## src/rtl/bft_stream_packetizer.sv

```systemverilog
// bft_stream_packetizer: buffers a 32-bit kernel stream, stamps words into BFT
// packets (leaf, port, sequence) and gates emission on receiver credits.
`default_nettype none

module bft_stream_packetizer #(
  parameter int PAYLOAD_BITS          = 32,
  parameter int NUM_LEAF_BITS         = 4,
  parameter int NUM_PORT_BITS         = 4,
  parameter int NUM_ADDR_BITS         = 7,
  parameter int PACKET_BITS           = 49,
  parameter int FIFO_DEPTH            = 4,
  parameter int CREDIT_INIT           = 128,
  parameter int FREESPACE_UPDATE_SIZE = 64
) (
  input  logic                     clk,
  input  logic                     ap_rst_n,
  input  logic [PAYLOAD_BITS-1:0]  din_user2pkt,
  input  logic                     vld_user2pkt,
  output logic                     ack_pkt2user,
  input  logic [NUM_LEAF_BITS-1:0] dest_leaf,
  input  logic [NUM_PORT_BITS-1:0] dest_port,
  input  logic                     credit_update,
  output logic [PACKET_BITS-1:0]   dout_pkt,
  output logic                     vld_pkt,
  input  logic                     rdy_pkt,
  output logic [NUM_ADDR_BITS:0]   credit_count
);

  localparam int PTR_W  = $clog2(FIFO_DEPTH);
  localparam int CNT_W  = PTR_W + 1;
  localparam int CRED_W = NUM_ADDR_BITS + 1;
  localparam logic [CRED_W+1:0] UPD_INC  = (CRED_W+2)'(FREESPACE_UPDATE_SIZE);
  localparam logic [CRED_W+1:0] CRED_MAX = {2'b00, {CRED_W{1'b1}}};

  typedef enum logic {
    S_EMPTY = 1'b0,
    S_FULL  = 1'b1
  } state_e;

  logic [PAYLOAD_BITS-1:0]  mem_q [FIFO_DEPTH];
  logic [PTR_W-1:0]         wptr_q, wptr_d, rptr_q, rptr_d;
  logic [CNT_W-1:0]         cnt_q, cnt_d;
  state_e                   state_q, state_d;
  logic [PACKET_BITS-1:0]   pkt_q, pkt_d;
  logic [NUM_ADDR_BITS-1:0] seq_q, seq_d;
  logic [CRED_W-1:0]        credit_q, credit_d;
  logic [CRED_W+1:0]        credit_sum;
  logic                     push, load;

  assign ack_pkt2user = (cnt_q != CNT_W'(FIFO_DEPTH));
  assign push         = vld_user2pkt && ack_pkt2user;
  assign load         = (cnt_q != '0) && (credit_q != '0) &&
                        ((state_q == S_EMPTY) || rdy_pkt);

  assign dout_pkt     = pkt_q;
  assign vld_pkt      = (state_q == S_FULL);
  assign credit_count = credit_q;

  always_comb begin
    wptr_d     = wptr_q;
    rptr_d     = rptr_q;
    cnt_d      = cnt_q;
    state_d    = state_q;
    pkt_d      = pkt_q;
    seq_d      = seq_q;
    credit_sum = {2'b00, credit_q};

    if (push) wptr_d = wptr_q + PTR_W'(1);
    if (load) rptr_d = rptr_q + PTR_W'(1);

    case ({push, load})
      2'b10:   cnt_d = cnt_q + CNT_W'(1);
      2'b01:   cnt_d = cnt_q - CNT_W'(1);
      default: cnt_d = cnt_q;
    endcase

    case (state_q)
      S_EMPTY: begin
        if (load) state_d = S_FULL;
      end
      S_FULL: begin
        // Emptying also clears the word so bit 48 never shows without vld_pkt.
        if (!load && rdy_pkt) begin
          state_d = S_EMPTY;
          pkt_d   = '0;
        end
      end
      default: state_d = S_EMPTY;
    endcase

    if (load) begin
      pkt_d = {1'b1, dest_leaf, dest_port, seq_q, 1'b0, mem_q[rptr_q]};
      seq_d = seq_q + NUM_ADDR_BITS'(1);
    end

    // Load implies credit_q >= 1, so the widened sum never underflows.
    if (credit_update) credit_sum = credit_sum + UPD_INC;
    if (load)          credit_sum = credit_sum - (CRED_W+2)'(1);
    if (credit_sum > CRED_MAX) credit_d = '1;
    else                       credit_d = credit_sum[CRED_W-1:0];
  end

  always_ff @(posedge clk or negedge ap_rst_n) begin
    if (!ap_rst_n) begin
      wptr_q   <= '0;
      rptr_q   <= '0;
      cnt_q    <= '0;
      state_q  <= S_EMPTY;
      pkt_q    <= '0;
      seq_q    <= '0;
      credit_q <= CRED_W'(CREDIT_INIT);
    end else begin
      wptr_q   <= wptr_d;
      rptr_q   <= rptr_d;
      cnt_q    <= cnt_d;
      state_q  <= state_d;
      pkt_q    <= pkt_d;
      seq_q    <= seq_d;
      credit_q <= credit_d;
    end
  end

  always_ff @(posedge clk) begin
    if (push) mem_q[wptr_q] <= din_user2pkt;
  end

endmodule

`default_nettype wire

```

## config.mk

```make
export PLATFORM = sky130hd
export DESIGN_NAME = bft_stream_packetizer
export DESIGN_NICKNAME = d
export VERILOG_FILES = /design/src/rtl/bft_stream_packetizer.sv
export SDC_FILE = /design/constraint.sdc
export NUM_CORES = 1
export LEC_CHECK = 0
export CAP_MARGIN = 20
export CELL_PAD_IN_SITES_DETAIL_PLACEMENT = 1
export CELL_PAD_IN_SITES_GLOBAL_PLACEMENT = 1
export CORE_MARGIN = 4
export CORE_UTILIZATION = 50
export DETAILED_ROUTE_END_ITERATION = 6
export GPL_TIMING_DRIVEN = 1
export HOLD_SLACK_MARGIN = 0.02
export PLACE_DENSITY = 0.88
export SYNTH_ARGS = -nofsm -noshare
export SYNTH_HDL_FRONTEND = slang
export SYNTH_SLANG_ARGS = --single-unit
```

## constraint.sdc

```tcl
create_clock -name clk -period 7.13 [get_ports clk]
set_input_delay 1.7825 -clock clk [delete_from_list [all_inputs] [get_ports clk]]
set_output_delay 1.7825 -clock clk [all_outputs]
set_load 0.1 [all_outputs]
```

* After elaboration in Yosys (flattened, before gate mapping) *
Memories as Yosys holds them, arrays and structs flattened.
Cells that the tools add are included.

storage, ports and cells
  bits in registers = 72
  memories kept = 1
  output and inout port bits = 59
  input port bits = 45
  RAM bits = 128
  logic and storage cells = 44

operators by class
  add/subtract/negate cells = 7
  reductions and logical operators = 12
  multiplexer cells = 12
  equality and inequality tests = 3
  magnitude comparators = 1
  bitwise operators = 1

memory list
  name   words  width  rd ports  clocked after Yosys merged registers in  wr ports  line  RTL
  mem_q  4      32     1         0                                        1         40    logic [PAYLOAD_BITS-1:0] mem_q [FIFO_DEPTH];

operator list
  operator                                                         number
  two-way mux 49 bit                                               3
  greater-than comparator 10 x 8 -> 1 bit (second input constant)  1
  two-way mux 10 bit                                               1
  subtractor 10 x 1 -> 10 bit (second input constant)              1
  adder 8 x 7 -> 9 bit (second input constant)                     1
  two-way mux 9 bit                                                1
  two-way mux 8 bit                                                1
  nonzero test 8 bit                                               1
  adder 7 x 1 -> 7 bit (second input constant)                     1
  one-hot mux 3 bit (2 select lines)                               1
  nonzero test 2 bit                                               3
  adder 2 x 1 -> 2 bit (second input constant)                     2
  logical AND 1 bit                                                4
  two-way mux 1 bit                                                4
  adder 3 x 1 -> 3 bit (second input constant)                     1
  != test 3 bit (second input constant)                            1
  nonzero test 3 bit                                               1
  subtractor 3 x 1 -> 3 bit (second input constant)                1
  == test 2 x 1 -> 1 bit (second input constant)                   1
  == test 2 bit (second input constant)                            1
  one-hot mux 1 bit (2 select lines)                               1
  AND reduction 2 bit                                              1
  zero test 1 bit                                                  1
  logical OR 1 bit                                                 1
  inverter 1 bit                                                   1

* Depth between registers and ports, before layout *
  depth after elaboration = 8
  mapped depth = 12
  gate-level depth less buffers = 11

* Worst setup path before layout *
OpenSTA, ideal clock, no wires.

  kind = input -> register
  start point = input rdy_pkt
  end point = register cnt_q[2]
  library setup time = 0.079 ns
  stages on the path = 10
  path slack = 3.605 ns
  data arrival time = 3.446 ns
  path through = nand2b_1 o211ai_2 inv_2 clkbuf_1 ha_1 inv_1 fa_1 xor2_1 nor2_1 xor2_1

between the ends
  longest elaborated chain between the ends = 4

ends and longest elaborated chain
  element                                                                   line  RTL
  from (decl)                                                               25    input logic rdy_pkt,
  logical OR 1 bit *                                                        53    ((state_q == S_EMPTY) || rdy_pkt);
  logical AND 1 bit *                                                       52    assign load = (cnt_q != '0) && (credit_q != '0) &&
  via load                                                                  48    logic push, load;
  == test 2 x 1 -> 1 bit or == test 2 bit (tied branches)                   71    case ({push, load})
  one-hot mux 3 bit (2 select lines) or nonzero test 2 bit (tied branches)  -
  to (signal assigned)                                                      115   cnt_q <= cnt_d;
  to (decl)                                                                 42    logic [CNT_W-1:0] cnt_q, cnt_d;

Mark *: on every way through the listed nets, which the timed path passes. The rest lies on a longest branch.
A chain may end at the register's enable or synchronous reset.

* Worst setup path in the final report *
  start point = register cnt_q[0]
  end point = output ack_pkt2user

between the ends
  longest elaborated chain between the ends = 1

ends and longest elaborated chain
  element        line  RTL
  != test 3 bit  50    assign ack_pkt2user = (cnt_q != CNT_W'(FIFO_DEPTH));
  to (decl)      19    output logic ack_pkt2user,

Every way passes these cells.

==> metrics list <==
- In this run, post-CTS hold repair placed 0 buffers.
* Transition at the pin with the smallest max-transition slack: 1.02 ns
* Status: complete, no violations
- Combinational family with the most area after synthesis: multiplexers
* Class of the worst hold path: reg2reg
* Adder and majority gate portion of the synthesized area: 1.90%
* Maximum number of pins on one net before global-route repair: 72
- Number of port buffers: 102
* Maximum clock rate: 246 MHz
- Slack of the worst reg-to-reg path: 4.55 ns
* Initial Utilization: 51.8%
* Setup violators final: 0
* WP data required: 5.35 ns
- Total routing usage reported by global routing: 19.8%
* Share of the clock period used by the worst path after layout: 56.9%
- Once the clock tree was built, the resizer swapped 0 gates to a different size.
- Using the TritonRoute via totals, the vias-per-cell ratio works out to 5.87.
- Mean instance size in the synthesized netlist: 18.7 µm²
* Relative max-transition margin: 31.7%
- Root Buffer Master: sky130_fd_sc_hd__clkbuf_16
* Detailed-routed wire length on met2: 8600 µm
- After synthesis, flip-flops and latches occupy 73.5% of the total area.
- Placed wire-length estimate: 9840 µm
- First DRT Iteration DRCs: 238
- After synthesis, the most frequently instantiated cells are 128 x sky130_fd_sc_hd__edfxtp_1, 70 x sky130_fd_sc_hd__dfrtp_1, 47 x sky130_fd_sc_hd__a22o_1.
- Number of hold violations in the final report: 0
* Flip-flop and latch count after synthesis: 199
- Worst skew pair latency: 0.42 ns
* Number of cells produced by synthesis: 409
- The critical path in this run is classified as reg2out.
* Post-synth net total: 465
- Global-route wire length before repair: 26500 µm
- Die outline height: 132 µm
* DIE AREA: 0.0173 mm²
- In the synthesized netlist, mux cells make up 9.83% of the area.
- In this run the core area contains 44 standard-cell rows.
- After floorplanning, the core was sized to cover 0.0148 mm².
- Worst R2R Start: credit_count[2]$_DFF_PN0_
- Top layer reached by signal wires: met4
- After synthesis, the cell types taking the most area are sky130_fd_sc_hd__edfxtp_1 50%, sky130_fd_sc_hd__dfrtp_1 23%, sky130_fd_sc_hd__mux4_2 9.4%.
* Number of buffers created by CTS: 17
* Via Count: 4151
- CTS sink cnt: 199
* Minimum period implied by the final worst setup slack: 4.06 ns
- In the routed design, unresolved DRC markers number 0.
* Origin of the worst setup path: cnt_q[0]$_DFFE_PN0P_
- Total I/O pin count: 104
- Global routing finished with a remaining overflow of 0.
- Summed negative setup slack over all endpoints: 0 ns
* Most common cell in the synthesized netlist: sky130_fd_sc_hd__edfxtp_1
- The number of antenna violations at the first check in global routing was 0.
* Drt first pass iters: 4
- Metal3 WL: 720 µm
- Counting flops with a built-in enable in the synthesized netlist gives 128.
* CTS tree: built
- Share of the synthesized area in compound gates (AO/OA/AOI/OAI): 7.18%
- The detailed router put a total of 6770 µm of wire on met1.
- CP max FO: 6
* Crit path capture: ack_pkt2user
* Ant. Diodes: 0
- After synthesis, the netlist uses 49 different library cells.
- Ratio of cells with drive above 1 in the final layout: 15.7%
* Simple-gate share of the synthesized area: 3.73%
* Routed len/inst: 22.9 µm
- Startpoint type of the worst setup path: flip-flop
- In the synthesized netlist the dominant register cell turns out to be sky130_fd_sc_hd__edfxtp_1.
- The detail route stage leaves a number of antenna-violating nets equal to 0.
- Max-cap violations in this run came to 0.
* Clock H-tree levels: 4
- Yosys top cell by area: sky130_fd_sc_hd__edfxtp_1
* Postcts setup bufs: 0
- Die width: 132 µm
- Share of the synthesized area in the top cell type: 50.3%
- Number of global-route vias before repair: 4695
- Relative to the synthesized area, the layout overhead comes to 22.9%.
- Data arrival at the endpoint of the critical path: 2.27 ns
* Number of buffers between clock root and the deepest sink: 2
- WL final: 16200 µm
- Async S/R FF share, synth: 35.7%
- Critical Path Sink Type: output pin
- In this run the critical register-to-register path is captured at cnt_q[2]$_DFFE_PN0P_.
- After the last flow step, the layout net total stands at 566.
- Measured in cells, the most critical reg-to-reg path has a length of 9.
* Post-Synth XOR/XNOR Area: 1.49%
* CTS clk-pin slew, worst paths: 0.07 ns
- Final clock skew: 0.0112 ns
- The final max-slew violation count was 0.
- Once placement completed, the tool counted placed cells totaling 674.
* Netlist area before placement: 0.00765 mm²
* Yosys warning count: 0
* Finished Layout Cells: 707
- At the end of routability-driven placement, the weighted congestion stood at 0.762.
- Setup repair after global routing left no endpoint under its margin.
metal layers:
layer  vias up  global-route usage (%)
li1       1825                       -
met1      2200                    25.8
met3        12                    4.89
met4         0                    5.08
met2       114                    33.7
met5         -                       0
worst max-delay path: stages (launching register included):
cell and delay, ns:
sky130_fd_sc_hd__dfrtp_1 0.39, sky130_fd_sc_hd__inv_1 0.09, sky130_fd_sc_hd__nand3_1 0.19, sky130_fd_sc_hd__clkdlybuf4s50_1 1.18
registers in the layout, indices dropped and copies added (netlist names):
signal / count
cnt_q: 3
credit_count: 8
dout_pkt: 48
mem_q: 128
rptr_q: 2
seq_q: 7
vld_pkt: 1
wptr_q: 2
through the flow:
stage / worst slack, ns / instance area (µm²) / util [%] / hold WS [ns]
6_report: 3.07 / 9400 / 63.7 / 0.479
5_1_grt: 2.98 / 9400 / 63.7 / 0.500
4_1_cts: 3.03 / 9380 / 63.6 / 0.484
3_5_place_dp: 3.12 / 8780 / 59.5 / 0.475
3_3_place_gp: 3.26 / 8780 / 59.5 / 0.462
2_1_floorplan: 3.60 / 7650 / - / 0.446
logic make-up (layout without fill, tap and decap cells):
group           count (synthesis)  after routing
compound gates                 65             65
mux                            35             35
flops                         199            199
fa+ha+maj                      11             11
buf+inv                        34            148
simple gates                   51             51
other cells                     1              1
xor+xnor                       13             13
cells in the final DEF (no fill, tap or decap), drive strengths merged, types with 3 or more instances in the layout:
master         synthesis  final
inv                   11     15
or4                    3      3
buf                   13      4
clkdlybuf4s50          0    101
clkinv                 0      4
nand4                  5      5
ha                    10     10
clkbuf                10     20
dfrtp                 70     70
a22o                  47     47
edfxtp               128    128
o211ai                 4      4
nand2                 15     15
mux4                  32     32
o21ai                  3      3
or3                    3      3
nor3                   3      3
and3                   7      7
nor2                   3      3
nand3                  3      3
xnor2                 11     11
cell type report:
| type | instances | area (µm²) |
|---|---|---|
| Inverter | 11 | 41.3 |
| Clock buffer | 20 | 457 |
| Sequential cell | 199 | 5620 |
| Fill cell | 1273 | 5350 |
| Tap cell | 184 | 230 |
| Timing Repair Buffer | 105 | 1050 |
| Multi-Input combinational cell | 176 | 1860 |
| Clock inverter | 12 | 140 |
how the worst min path moves through the flow:
stage / start / slack [ns] / endpoint / depth (start not counted)
after CTS: seq_q[6]$_DFFE_PN0P_ / 0.48 / seq_q[6]$_DFFE_PN0P_ / 1
after global placement: seq_q[6]$_DFFE_PN0P_ / 0.46 / seq_q[6]$_DFFE_PN0P_ / 1
after floorplan: seq_q[6]$_DFFE_PN0P_ / 0.45 / seq_q[6]$_DFFE_PN0P_ / 1
after global routing: seq_q[6]$_DFFE_PN0P_ / 0.50 / seq_q[6]$_DFFE_PN0P_ / 1
after detailed placement: seq_q[6]$_DFFE_PN0P_ / 0.47 / seq_q[6]$_DFFE_PN0P_ / 1
final: seq_q[6]$_DFFE_PN0P_ / 0.48 / seq_q[6]$_DFFE_PN0P_ / 1
Power is left out: the tool's default activity adds up to more than one toggle a clock period on the data nets, which glitch-free logic cannot reach.
